File: config.mk
export PLATFORM = sky130hd
export DESIGN_NAME = mem_arbiter
export DESIGN_NICKNAME = d
export VERILOG_FILES = /design/src/rtl/core_pkg.sv /design/src/rtl/fifo.sv /design/src/rtl/mem_arbiter.sv
export SDC_FILE = /design/constraint.sdc
export NUM_CORES = 1
export LEC_CHECK = 0
export ABC_CLOCK_PERIOD_IN_PS = 2700
export CAP_MARGIN = 10
export CORE_AREA = 3 3 233 235
export CTS_BUF_LIST = sky130_fd_sc_hd__clkbuf_4
export CTS_CLUSTER_DIAMETER = 100
export DETAILED_ROUTE_END_ITERATION = 8
export DIE_AREA = 0 0 236 238
export PLACE_DENSITY = 0.44
export RECOVER_POWER = 50
export SLEW_MARGIN = 10
export SYNTH_ARGS = -nofsm -noshare
export SYNTH_HDL_FRONTEND = slang
export SYNTH_HIERARCHICAL = 1
export SYNTH_SLANG_ARGS = --single-unit
File: constraint.sdc
create_clock -name clk_i -period 2.7 [get_ports clk_i]
set_input_delay 0.54 -clock clk_i [delete_from_list [all_inputs] [get_ports clk_i]]
set_output_delay 0.54 -clock clk_i [all_outputs]
set_load 0.1 [all_outputs]
File: src/rtl/core_pkg.sv
// Shared core definitions: datapath widths and the memory arbiter source id.
package core_pkg;

   localparam int Xlen     = 64;
   localparam int MaskBits = 8;

   // Source of a memory request; stored in the arbiter's response tracker.
   typedef enum logic [0:0] {
      ArbSrcInst = 1'b0,
      ArbSrcData = 1'b1
   } arb_src_e;

endpackage : core_pkg

File: src/rtl/fifo.sv
// Synchronous FIFO with a registered full flag.
// Write side: wr_ready_o is the inverted registered full flag. A push happens when
// wr_valid_i && wr_ready_o. Read side: a pop happens when rd_valid_o && rd_ready_i.
// A push and a pop in the same cycle both take effect.
module fifo #(
   parameter int DepthLog2 = 2,
   parameter int Width     = 1
) (
   input  logic             clk_i,
   input  logic             rst_i,
   input  logic             wr_valid_i,
   output logic             wr_ready_o,
   input  logic [Width-1:0] wr_data_i,
   output logic             rd_valid_o,
   input  logic             rd_ready_i,
   output logic [Width-1:0] rd_data_o
);

   localparam int Depth = 1 << DepthLog2;

   logic [Width-1:0]     mem_q [Depth];
   logic [Width-1:0]     mem_d [Depth];
   logic [DepthLog2-1:0] wr_ptr_q, wr_ptr_d;
   logic [DepthLog2-1:0] rd_ptr_q, rd_ptr_d;
   logic [DepthLog2:0]   count_q, count_d;
   logic                 full_q, full_d;
   logic                 push, pop;

   assign wr_ready_o = !full_q;
   assign rd_valid_o = (count_q != '0);
   assign rd_data_o  = mem_q[rd_ptr_q];
   assign push       = wr_valid_i && !full_q;
   assign pop        = rd_ready_i && rd_valid_o;

   // Next-state for storage, pointers, occupancy and the full flag.
   always_comb begin
      mem_d    = mem_q;
      wr_ptr_d = wr_ptr_q;
      rd_ptr_d = rd_ptr_q;
      count_d  = count_q;
      if (push) begin
         mem_d[wr_ptr_q] = wr_data_i;
         wr_ptr_d        = wr_ptr_q + 1'b1;
      end
      if (pop) begin
         rd_ptr_d = rd_ptr_q + 1'b1;
      end
      if (push && !pop) begin
         count_d = count_q + 1'b1;
      end else if (pop && !push) begin
         count_d = count_q - 1'b1;
      end
      full_d = (count_d == (DepthLog2 + 1)'(Depth));
   end

   // State registers; reset empties the FIFO.
   always_ff @(posedge clk_i) begin
      if (rst_i) begin
         wr_ptr_q <= '0;
         rd_ptr_q <= '0;
         count_q  <= '0;
         full_q   <= 1'b0;
      end else begin
         wr_ptr_q <= wr_ptr_d;
         rd_ptr_q <= rd_ptr_d;
         count_q  <= count_d;
         full_q   <= full_d;
      end
      mem_q <= mem_d;
   end

endmodule : fifo

File: src/rtl/mem_arbiter.sv
// Merges the instruction-fetch and data (LSU) ports onto one memory port and
// routes in-order responses back to the requesting port.
// Build option: MEM_ARBITER_RR_EN selects round-robin on contention instead of
// fixed data-over-inst priority.
// Handshake: a request transfers when mem_valid_o && mem_ready_i; the granted
// port's *_ready_o mirrors that condition. No valid depends on any ready.
module mem_arbiter
   import core_pkg::*;
#(
   parameter int DepthLog2 = 2
) (
   input  logic                clk_i,
   input  logic                rst_i,

   input  logic                inst_valid_i,
   output logic                inst_ready_o,
   input  logic [Xlen-1:0]     inst_addr_i,
   input  logic [Xlen-1:0]     inst_wdata_i,
   input  logic [MaskBits-1:0] inst_wmask_i,
   output logic [Xlen-1:0]     inst_rdata_o,
   output logic                inst_rvalid_o,

   input  logic                data_valid_i,
   output logic                data_ready_o,
   input  logic [Xlen-1:0]     data_addr_i,
   input  logic [Xlen-1:0]     data_wdata_i,
   input  logic [MaskBits-1:0] data_wmask_i,
   output logic [Xlen-1:0]     data_rdata_o,
   output logic                data_rvalid_o,

   input  logic                mem_ready_i,
   output logic                mem_valid_o,
   output logic [Xlen-1:0]     mem_addr_o,
   output logic [Xlen-1:0]     mem_wdata_o,
   output logic [MaskBits-1:0] mem_wmask_o,
   input  logic [Xlen-1:0]     mem_rdata_i,
   input  logic                mem_rvalid_i
);

   logic     prefer_data;
   logic     grant_data;
   logic     grant_inst;
   logic     req_hs;
   logic     trk_full;
   logic     trk_wr_ready;
   logic     trk_rd_valid;
   logic     trk_rd_data;
   arb_src_e grant_src;
   arb_src_e head_src;

`ifdef MEM_ARBITER_RR_EN
   arb_src_e last_q, last_d;

   // Contention goes to the port that did not win the last handshake.
   assign prefer_data = (last_q == ArbSrcInst);

   // Last-grant register moves only when a request actually transfers.
   always_comb begin
      last_d = last_q;
      if (req_hs) begin
         last_d = grant_src;
      end
   end

   // Last-grant register; reset points at inst so data wins the first contention.
   always_ff @(posedge clk_i) begin
      if (rst_i) begin
         last_q <= ArbSrcInst;
      end else begin
         last_q <= last_d;
      end
   end
`else
   assign prefer_data = 1'b1;
`endif

   // Grant, request mux, handshakes and response routing.
   always_comb begin
      grant_data = data_valid_i && (!inst_valid_i || prefer_data);
      grant_inst = inst_valid_i && !grant_data;
      grant_src  = grant_inst ? ArbSrcInst : ArbSrcData;

      mem_valid_o = (grant_data || grant_inst) && !trk_full && !rst_i;
      mem_addr_o  = grant_inst ? inst_addr_i  : data_addr_i;
      mem_wdata_o = grant_inst ? inst_wdata_i : data_wdata_i;
      mem_wmask_o = grant_inst ? inst_wmask_i : data_wmask_i;

      inst_ready_o = grant_inst && mem_ready_i && !trk_full && !rst_i;
      data_ready_o = grant_data && mem_ready_i && !trk_full && !rst_i;
      req_hs       = mem_valid_o && mem_ready_i;

      head_src      = arb_src_e'(trk_rd_data);
      inst_rvalid_o = mem_rvalid_i && trk_rd_valid && (head_src == ArbSrcInst) && !rst_i;
      data_rvalid_o = mem_rvalid_i && trk_rd_valid && (head_src == ArbSrcData) && !rst_i;
      inst_rdata_o  = mem_rdata_i;
      data_rdata_o  = mem_rdata_i;
   end

   assign trk_full = !trk_wr_ready;

   // Outstanding-request tracker holding the source id of each accepted request.
   fifo #(
      .DepthLog2 (DepthLog2),
      .Width     (1)
   ) u_tracker (
      .clk_i      (clk_i),
      .rst_i      (rst_i),
      .wr_valid_i (req_hs),
      .wr_ready_o (trk_wr_ready),
      .wr_data_i  (grant_src),
      .rd_valid_o (trk_rd_valid),
      .rd_ready_i (mem_rvalid_i),
      .rd_data_o  (trk_rd_data)
   );

   // A response with nothing outstanding is dropped; flag it in simulation.
   always_ff @(posedge clk_i) begin
      if (!rst_i && mem_rvalid_i) begin
         assert (trk_rd_valid)
         else $warning("mem_arbiter: response with no outstanding request dropped");
      end
   end

endmodule : mem_arbiter

Yosys cells after proc, flatten, opt, wreduce, memory -nomap -nowiden
Cells that the tools add are included. W data, S select, Z words.

Order comparisons: 3. Add/sub/neg operators: 4. Reduce and logical (&&, ||, !) cells: 26. Equality and inequality tests: 1. Bitwise gates (word level): 3. Muxes and demuxes: 12.

Operator list (number): $mux W64 (2); $logic_and A1 B1 Y1 (19); $mux W8 (1); $ge A3 B3 Y1 const B (2); $mux W3 (2); $not A2 Y3 (2); $logic_not A1 Y1 (5); $add A2 B1 Y2 const B (2); $bwmux W4 (1); $mux W1 (4); $add A3 B1 Y3 const B (1); $eq A3 B3 Y1 const B (1); $lt A3 B1 Y1 const B (1); $reduce_bool A3 Y1 (1); $sub A3 B1 Y3 const B (1); $bmux W1 S2 (1); $demux W1 S2 (1); $logic_or A1 B1 Y1 (1); $not A1 Y1 (1).

Output and inout port bits: 269. Logic and storage cells: 57. Bits in registers: 12.

Logic depth before layout (Yosys ltp)
Depth in word-level cells: 12. Gate-level depth with buffers: 7. Mapped depth without buffers: 7.

Modules after synthesis
Netlist, hierarchy kept.

Modules (own cells, without submodules): mem_arbiter (area each 3101.7 um^2, seq. area each 0.0 um^2, cells each 290, times used 1); fifo (area each 679.4 um^2, seq. area each 280.3 um^2, cells each 65, times used 1).

Worst setup path before layout
No wires, ideal clock.

Kind: reg-to-output. Start point: register u_tracker.count_q[0]. End point: output port data_rvalid_o. Data required time: 2.160 ns. Arrival: 3.137 ns. Path buffers: 1. Slack: -0.977 ns. Stages on the path, launching flop included: 7. Path through: dfxtp_1 > inv_1 > ha_1 > nand2b_4 > buf_6 > nand2_1 > nor3b_1.

Word-level cells in the longest chain between the ends: 4.

RTL lines: start: declaration (line fifo.sv:25) `logic [DepthLog2:0] count_q, count_d;`; start signal: assignment (line fifo.sv:66) `count_q <= count_d;`; $reduce_bool A3 Y1 (line fifo.sv:30) `assign rd_valid_o = (count_q != '0);`; net trk_rd_valid (line mem_arbiter.sv:46) `logic trk_rd_valid;`; $logic_and A1 B1 Y1 (3 in a row) (line mem_arbiter.sv:94) `data_rvalid_o = mem_rvalid_i && trk_rd_valid && (head_src == ArbSrcData) && !rst_i;`; end: declaration (line mem_arbiter.sv:29) `output logic data_rvalid_o,`.

The timed path passes the listed nets, and every way through them passes these cells.

Worst setup path after layout
Start point: input port data_valid_i. End point: output port mem_wdata_o[12].

Word-level cells in the longest chain between the ends: 3.

RTL lines: start: declaration (line mem_arbiter.sv:23) `input logic data_valid_i,`; $logic_not A1 Y1 (line mem_arbiter.sv:80) `grant_inst = inst_valid_i && !grant_data;`; $logic_and A1 B1 Y1 (line mem_arbiter.sv:80); $mux W64 (line mem_arbiter.sv:85) `mem_wdata_o = grant_inst ? inst_wdata_i : data_wdata_i;`; end: declaration (line mem_arbiter.sv:34) `output logic [Xlen-1:0] mem_wdata_o,`.

No other way between the ends.

==> impl_metrics.toml <==
[cells_and_area]
area_delta_synth_final_pct = 151.6
drive_gt1_share_pct = 48.03
seq_area_um2 = 280.3
fin_area_mm2 = 0.009512
fillers = 5694
final_nets = 1010
final_util_pct = 18.14
multi_input_area_mm2 = 0.002355
final_cells = 1349

[critical_path]
crit_family = "buffers and inverters"
crit_arrival_ns = 2.03
slowest_stage = "mux2_4"
cp-end-kind = "output port"
crit_fanout = 6
critPathBufInv = 4
startpoint_type = "input port"
critical_path_required_ns = 2.16
crit_type = "input port to output port"
max_stage_delay_ns = 0.35
crit_chain = "dlygate4sd2_1 -> nand2b_4 -> bufbuf_16 -> buf_4 -> mux2_4 -> buf_12"

[clocking]
clkLatencyLatePin_ns = 0.26
cts_hold_buf = 0
cts_buffers = 3
htree_num_levels = 1
clockBufferDepth = 2
clock-sinks = 12
cts_tree = "yes"
cts_root_buf = "clkbuf_4"
clkTransAtPathRegs_ns = 0.08

[drt]
vias = 3814
wl_per_cell_um = 20.81
ant_nets = 0
drcViolationCount = 0
drt_wl_total_um = 28070
drtIter0Drc = 105
dr.pass1.iters = 4
viasPerCell = 2.827

[floorplanning]
initial_core_util_pct = 7.210
die-area_mm2 = 0.05617
die_h_um = 238
rows = 84
die_w_um = 236
ios = 611
core_area_mm2 = 0.05245

[synth]
ys_ff_latch = 12
yosysTopAreaCell = "mux2_4"
synth_area_mm2 = 0.003781
ys_warn_count = 6
synth.distinct_cells = 34
synthesis.nets = 704
synth_top_area_share_pct = 40.50
seq_area_frac_synth_pct = 7.412
post_synth_main_area_contributors = "mux2_4 (41%), buf_4 (25%), mux2_2 (10%), buf_6 (4.5%), dfxtp_1 (4.2%)"
syn_inst = 355
synth.avg_cell_area_um2 = 10.65

[global_routing]
grt_pass1_vias = 4217
overflow = 0
grt_pass1_wl_um = 36900
grt_max_degree = 18
grt_usage_pct = 9.340
grt_antenna_before_repair = 2

[placement]
io_buffers = 418
place.gp.congestion = 0.8691
dp_hpwl_um = 24550
post_dp_cell_area_mm2 = 0.009389
dp_slack_ns = -0.1125
placed_cells = 1341

[timing]
worstMarginPinSlew_ns = 0.3670
drv_slew = 0
fmax_mhz = 388.9
skew_ns = 0.004267
maxSlewHeadroom_pct = 74.90
grt_setup_unrepaired = "no"
fin_crit_sh_pct = 95.23
fin_crit_ns = 2.571
final-setup-viol-count = 0
finalHoldViolations = 0
finalWorstSetupSlack_ns = 0.1287

[worst_hold_path]
worstHoldPathType = "flip-flop to flip-flop"

[outcome]
status = "finished clean"

[power]
p_per_area_mw_per_mm2 = 376.2
leakage_nw = 3.965
max-vdd-ir-drop_mv = 0.2296

[flow_run]
max_cap_viol_count = 0
[logic make-up after synthesis]
logic type | share of synthesized area [%]
buffers and inverters | 30.81
multiplexers | 51.22
AND/OR/NAND/NOR | 5.427
flip-flops | 7.412
AO/OA/AOI/OAI | 2.118
adder cells (fa/ha/maj) | 2.316
XOR/XNOR | 0.6950
[through the flow]
stage                     power, mW  TNS [ns]  hold WS, ns
after global routing          3.714         0       0.5331
after detailed placement      3.462   -0.5485       0.4914
after global placement        3.463   -0.7979       0.4822
after CTS                     3.632         0       0.5028
final                         3.579         0       0.4987
after floorplan               2.977  -0.02015       0.4692
[report_power, final]
group | internal, mW | switching [mW] | total, mW
registers | 0.221 | 0.0365 | 0.257
logic | 1.38 | 1.82 | 3.20
clock network | 0.0670 | 0.0579 | 0.125
total | 1.66 | 1.92 | 3.58
[repair_timing]
| item | CTS | global route |
|---|---|---|
| setup endpoints to repair | 11 | 0 |
| buffers inserted | 1 | 0 |
| resized for setup | 8 | 0 |
[path summary, 6_finish.rpt]
path,slack [ns],depth (start not counted),endpoint,start
max,0.13,6,mem_wdata_o[12],data_valid_i
min,0.50,2,u_tracker/wr_ptr_q[1]$_SDFFE_PP0P_,u_tracker/wr_ptr_q[1]$_SDFFE_PP0P_
max reg2reg,0.70,6,u_tracker/full_q$_SDFF_PP0_,u_tracker/count_q[0]$_SDFF_PP0_
min reg2reg,0.50,2,u_tracker/wr_ptr_q[1]$_SDFFE_PP0P_,u_tracker/wr_ptr_q[1]$_SDFFE_PP0P_
[worst register-to-register path: stages, from the launching register on]
cell	delay [ns]
dfxtp_1	0.43
inv_1	0.11
ha_1	0.24
nand2b_4	0.12
a21oi_1	0.10
or4_4	0.48
a2111oi_2	0.40
[cells in the mapped netlist]
cell / instances
a221oi_1: 1
and2_1: 4
mux2_2: 34
edfxtp_1: 4
inv_1: 7
xor2_1: 2
a21oi_1: 2
nor3_1: 5
a31oi_1: 1
buf_2: 1
buf_6: 15
a2111oi_0: 1
and4_1: 1
buf_4: 128
dfxtp_1: 8
nor3b_1: 2
a2111oi_2: 1
nor2_1: 8
ha_1: 7
nor2b_1: 1
a21oi_2: 1
nand2_1: 4
nand3_1: 2
o21a_1: 2
nand2b_1: 2
xnor2_1: 1
buf_1: 1
mux2_4: 102
nand2b_4: 2
or4_4: 1
mux4_2: 1
nand3b_1: 1
a211oi_1: 1
and3_4: 1
[final cells by class]
| type | count | share of cell area [%] |
|---|---|---|
| clock buffer | 4 | 0.3157 |
| inverter | 7 | 0.2762 |
| multi-input combinational | 191 | 24.76 |
| tap | 688 | 9.050 |
| antenna | 1 | 0.02631 |
| sequential | 12 | 2.947 |
| timing repair buffer | 446 | 62.63 |
[registers in the layout, indices dropped and copies added (netlist names)]
name / cells
u_tracker/full_q: 1
u_tracker/rd_ptr_q: 2
u_tracker/mem_q: 4
u_tracker/count_q: 3
u_tracker/wr_ptr_q: 2
[cells in the final DEF, fill, tap and decap left out, types with 2 or more instances in the layout]
cell,n
inv_1,7
dfxtp_1,8
nand2_1,4
mux2_4,104
nand3_1,2
dlygate4sd2_1,2
a21oi_1,3
mux2_2,32
buf_12,148
nor2_1,8
xor2_1,2
nor3b_2,2
clkbuf_4,4
edfxtp_1,4
nor3_1,4
nand2b_1,2
nand2b_4,2
ha_1,7
clkdlybuf4s50_1,274
and2_0,4
o21a_1,2
buf_4,17
bufbuf_16,2
[layer usage]
layer  GRT usage [%]  vias to the layer above  routed length (um)
met1           10.80                     1703               10770
met2           15.27                      383               13020
met3           5.305                       14                3732
met4           1.567                        2                 533
met5               0                        -                   9
li1                -                     1712                   -
No activity file was read; power rests on OpenSTA's default activity.
==> variant 1, RTL diff (config.mk and constraints unchanged) <==
`Xlen`: 64 -> 60.
--- a/src/rtl/core_pkg.sv
+++ b/src/rtl/core_pkg.sv
@@ -1,7 +1,7 @@
 // Shared core definitions: datapath widths and the memory arbiter source id.
 package core_pkg;
 
-   localparam int Xlen     = 64;
+   localparam int Xlen     = 60;
    localparam int MaskBits = 8;
 
    // Source of a memory request; stored in the arbiter's response tracker.
Interface: changed (9 resized); port bits go from 611 to 575. No check against the original RTL was run, so the function may have changed too.
==> variant 1 against the unedited design <==
Register-to-register slack better by 100 ps; critical endpoint is now mem_wdata_o[22]; design area down 6.1%; setup slack worse by 56 ps; sequential cell count unchanged; non-clock buffer count down 31; highest routed layer unchanged; global-route usage down 1.7 points; power down 6.7%; wire length down 17%; largest cell class unchanged; synthesized area down 4.8%; clock power down 14%.
==> variant 1: results (changes against the unedited design) <==
Run status
  • Outcome: complete, no violations (unchanged)

Worst hold path
  • Hold/Removal Path Class: reg -> reg (unchanged)
  • End of the worst hold path: u_tracker/wr_ptr_q[1] (unchanged)

Critical path
  • Crit Path Max Fanout: 20 (was 6)
  • Slowest CP cell: clkdlybuf4s50_1 (was mux2_4)
  • Arr. time, crit path: 2090 ps (was 2030 ps)
  • Worst path max stage delay: 470 ps (was 350 ps)

Yosys
  • Compound-cell area share of the yosys netlist: 2.22% (was 2.12%)
  • Post-synthesis mux area share: 51.1% (was 51.2%)
  • Post-Syn Nets: 667 (was 704)
  • Commonest cells in the netlist: buf_4, mux2_4, mux2_2 (unchanged)
  • Post-Synth Adder-Cell Area: 2.43% (was 2.32%)
  • Post-Synth XOR/XNOR Area: 0.730% (was 0.695%)
  • Seq/Total Area, Yosys: 7.79% (was 7.41%)
  • Post-synth cell types: 34 (unchanged)

CTS
  • CTS max path bufs: 2 (unchanged)

STA
  • Final Skew: 3.92 ps (was 4.27 ps)
  • Rel. slew slack: 73.5% (was 74.9%)
  • WHS: 507 ps (was 499 ps)

Global routing
  • Initial antenna violation count: 3 (was 2)
  • Vias in the first global route: 3841 (was 4217)
  • All-Layer GR Usage: 7.63% (was 9.34%)
  • Global-route wire length before repair: 31000 um (was 36900 um)
  • Pin count of the biggest net entering global routing: 40 (was 18)

Finish
  • Fill cell count: 5759 (was 5694)
  • Layout cells sized above 1: 47.0% (was 48.0%)
  • Nets: 951 (was 1010)

Pwr
  • Sw Share: 53.3% (was 53.5%)
  • Leakage power: 3.69 nW (was 3.96 nW)

Placed design
  • DPL Wire Length: 21000 um (was 24500 um)
  • Port Buffers: 394 (was 418)
  • Global placement routability congestion: 0.780 (was 0.869)

Route
  • Via count: 3601 (was 3814)
  • DR iter-0 viols: 64 (was 105)
  • Detailed Route WL: 23200 um (was 28100 um)
==> variant 1: how the worst max path moves through the flow <==
stage	slack, ps	start	to	depth (start not counted)
after floorplan	-20	u_tracker/count_q[0]	data_rvalid_o	6
after global placement	-40	data_valid_i	mem_wdata_o[52]	6
after detailed placement	-20	data_valid_i	mem_wdata_o[52]	6
after CTS	10	data_valid_i	mem_wdata_o[47]	6
after global routing	9	inst_valid_i	mem_wdata_o[47]	6
final	70	inst_valid_i	mem_wdata_o[22]	6
==> variant 1: per-stage QoR <==
step | instances | cell area [um^2] | utilization (%) | worst slack [ps]
2_1_floorplan | 338 | 3610 | - | -20.1
3_3_place_gp | 1305 | 8900 | 17.0 | -42.2
3_5_place_dp | 1305 | 8900 | 17.0 | -20.2
4_1_cts | 1309 | 8930 | 17.0 | 12.2
5_1_grt | 1309 | 8930 | 17.0 | 9.44
6_report | 1310 | 8930 | 17.0 | 72.2
==> variant 1: timing repair <==
item | CTS | global route
setup endpoints to repair | 2 | 6
gates resized for setup | 1 | 2
hold endpoints to repair | 0 | 0
buffers inserted | 0 | 0
==> variant 1: logic make-up (layout without fill, tap and decap cells) <==
group                    after synthesis  in the layout
flip-flops                            12             12
buffers and inverters                143            426
adder cells (fa/ha/maj)                7              7
XOR/XNOR                               3              3
AO/OA/AOI/OAI                         10             10
other                                  0              1
AND/OR/NAND/NOR                       34             34
multiplexers                         129            129
==> variant 1: cell type report <==
| type | instances | area, um^2 | area share [%] |
|---|---|---|---|
| Antenna cell | 1 | 2.50 | 0.0280 |
| Clock buffer | 3 | 22.5 | 0.252 |
| Clock inverter | 1 | 3.75 | 0.0420 |
| Inverter | 7 | 26.3 | 0.294 |
| Multi-Input combinational cell | 183 | 2250 | 25.2 |
| Sequential cell | 12 | 280 | 3.14 |
| Tap cell | 688 | 861 | 9.64 |
| Timing Repair Buffer | 415 | 5490 | 61.4 |
==> variant 1: tightest hold or removal path: stages, from the launching register on <==
cell and delay [ps]:
dfxtp_1 340, nand2_1 70, a21oi_1 50
==> variant 1: power groups by stage <==
| stage | clock network [mW] | logic, mW | registers, mW |
|---|---|---|---|
| final | 0.107 | 2.97 | 0.257 |
| after global routing | 0.123 | 3.09 | 0.264 |
| after CTS | 0.116 | 3.03 | 0.257 |
| after detailed placement | 0 | 3.01 | 0.261 |
| after global placement | 0 | 3.01 | 0.263 |
| after floorplan | 0 | 2.58 | 0.252 |
==> variant 1: routing by layer <==
layer | track usage [%] | share of wire (%) | up-vias
li1 | - | - | 1616
met1 | 8.58 | 37 | 1587
met2 | 12.8 | 47 | 386
met3 | 4.96 | 16 | 8
met4 | 0.313 | 0.38 | 4
met5 | 0 | 0.12 | -
==> variant 2, RTL diff (config.mk and constraints unchanged) <==
Made on the original files. The option `MEM_ARBITER_RR_EN` is turned on by a define.
--- a/src/rtl/mem_arbiter.sv
+++ b/src/rtl/mem_arbiter.sv
@@ -4,6 +4,8 @@
 // fixed data-over-inst priority.
 // Handshake: a request transfers when mem_valid_o && mem_ready_i; the granted
 // port's *_ready_o mirrors that condition. No valid depends on any ready.
+`define MEM_ARBITER_RR_EN
+
 module mem_arbiter
    import core_pkg::*;
 #(
Function: changed (Yosys sat finds a counterexample within 4 cycles, from zero or initial values and one cycle with rst_i high).
==> variant 2 against the unedited design <==
Sequential power grew 9.7%; setup slack lost 60 ps; clock power grew 8%; synthesized area shrank 9.3%; count of clock-buffer cells in the layout is the same; power grew 7.8%; design area shrank 4.1%; sequential share of layout area grew 0.35 points; sequential cell count grew 1; wire length shrank 13%; largest cell class unchanged; largest power group unchanged.
==> variant 2: results (changes against the unedited design) <==
Finish
  • Fraction of area in multi-input gates: 22.3% (was 24.8%)
  • Signal buffers share of area: 64.2% (was 62.6%)
  • Nonclk inv count: 8 (was 7)
  • Nets: 1015 (was 1010)
  • Layout cells sized above 1: 47.7% (was 48.0%)
  • N_diodes: 2 (was 1)

Route
  • Metal2 WL: 11600 um (was 13000 um)
  • DR WL met3: 2920 um (was 3730 um)
  • Post-Route M1 WL: 9100 um (was 10800 um)
  • Via count: 3746 (was 3814)
  • Wirelength per Cell: 18.0 um (was 20.8 um)
  • Via density: 2.76 (was 2.83)

Yosys
  • Post-Synth Adder-Cell Area: 2.55% (was 2.32%)
  • Seq/Total Area, Yosys: 8.76% (was 7.41%)
  • Post-synth cell types: 36 (was 34)
  • Avg Inst Size Synth: 9.44 um^2 (was 10.7 um^2)

Placed design
  • DPL Wire Length: 21800 um (was 24500 um)

Pwr
  • Sw Share: 54.8% (was 53.5%)

Global routing
  • Routing usage on met3: 3.95% (was 5.31%)
  • Met2 Resource Use GR: 13.3% (was 15.3%)

STA
  • Actual slew at the worst max-slew pin: 682 ps (was 367 ps)
  • Final Skew: 2.86 ps (was 4.27 ps)

Critical path
  • Worst path max stage delay: 370 ps (was 350 ps)
  • FF-to-FF Start: u_tracker/full_q (was u_tracker/count_q[0])

Run status
  • Outcome: complete, no violations (unchanged)
-- variant 2: repair_timing --
| item | CTS | global route |
|---|---|---|
| endpoints found under the setup margin | 136 | 1 |
| pin swaps | 1 | 0 |
| buffers inserted | 1 | 0 |
| cloned | 1 | 0 |
| resized for setup | 11 | 1 |
| endpoints found under the hold margin | 0 | 0 |
-- variant 2: stage by stage --
stage / util [%] / setup WS [ps] / setup TNS [ps]
floorplan: - / -56.1 / -63.2
global placement: 17.2 / -294 / -24250
detailed placement: 17.2 / -294 / -24500
CTS: 17.4 / 35.0 / 0
global route: 17.4 / 3.67 / 0
finish: 17.4 / 68.2 / 0
-- variant 2: logic make-up (layout without fill, tap and decap cells) --
logic type      count (synthesis)  count (layout)
mux                           137             137
compound gates                 14              14
xor+xnor                        3               3
fa+ha+maj                       7               7
other cells                     0               2
flops                          13              13
simple gates                   36              36
buf+inv                       153             455
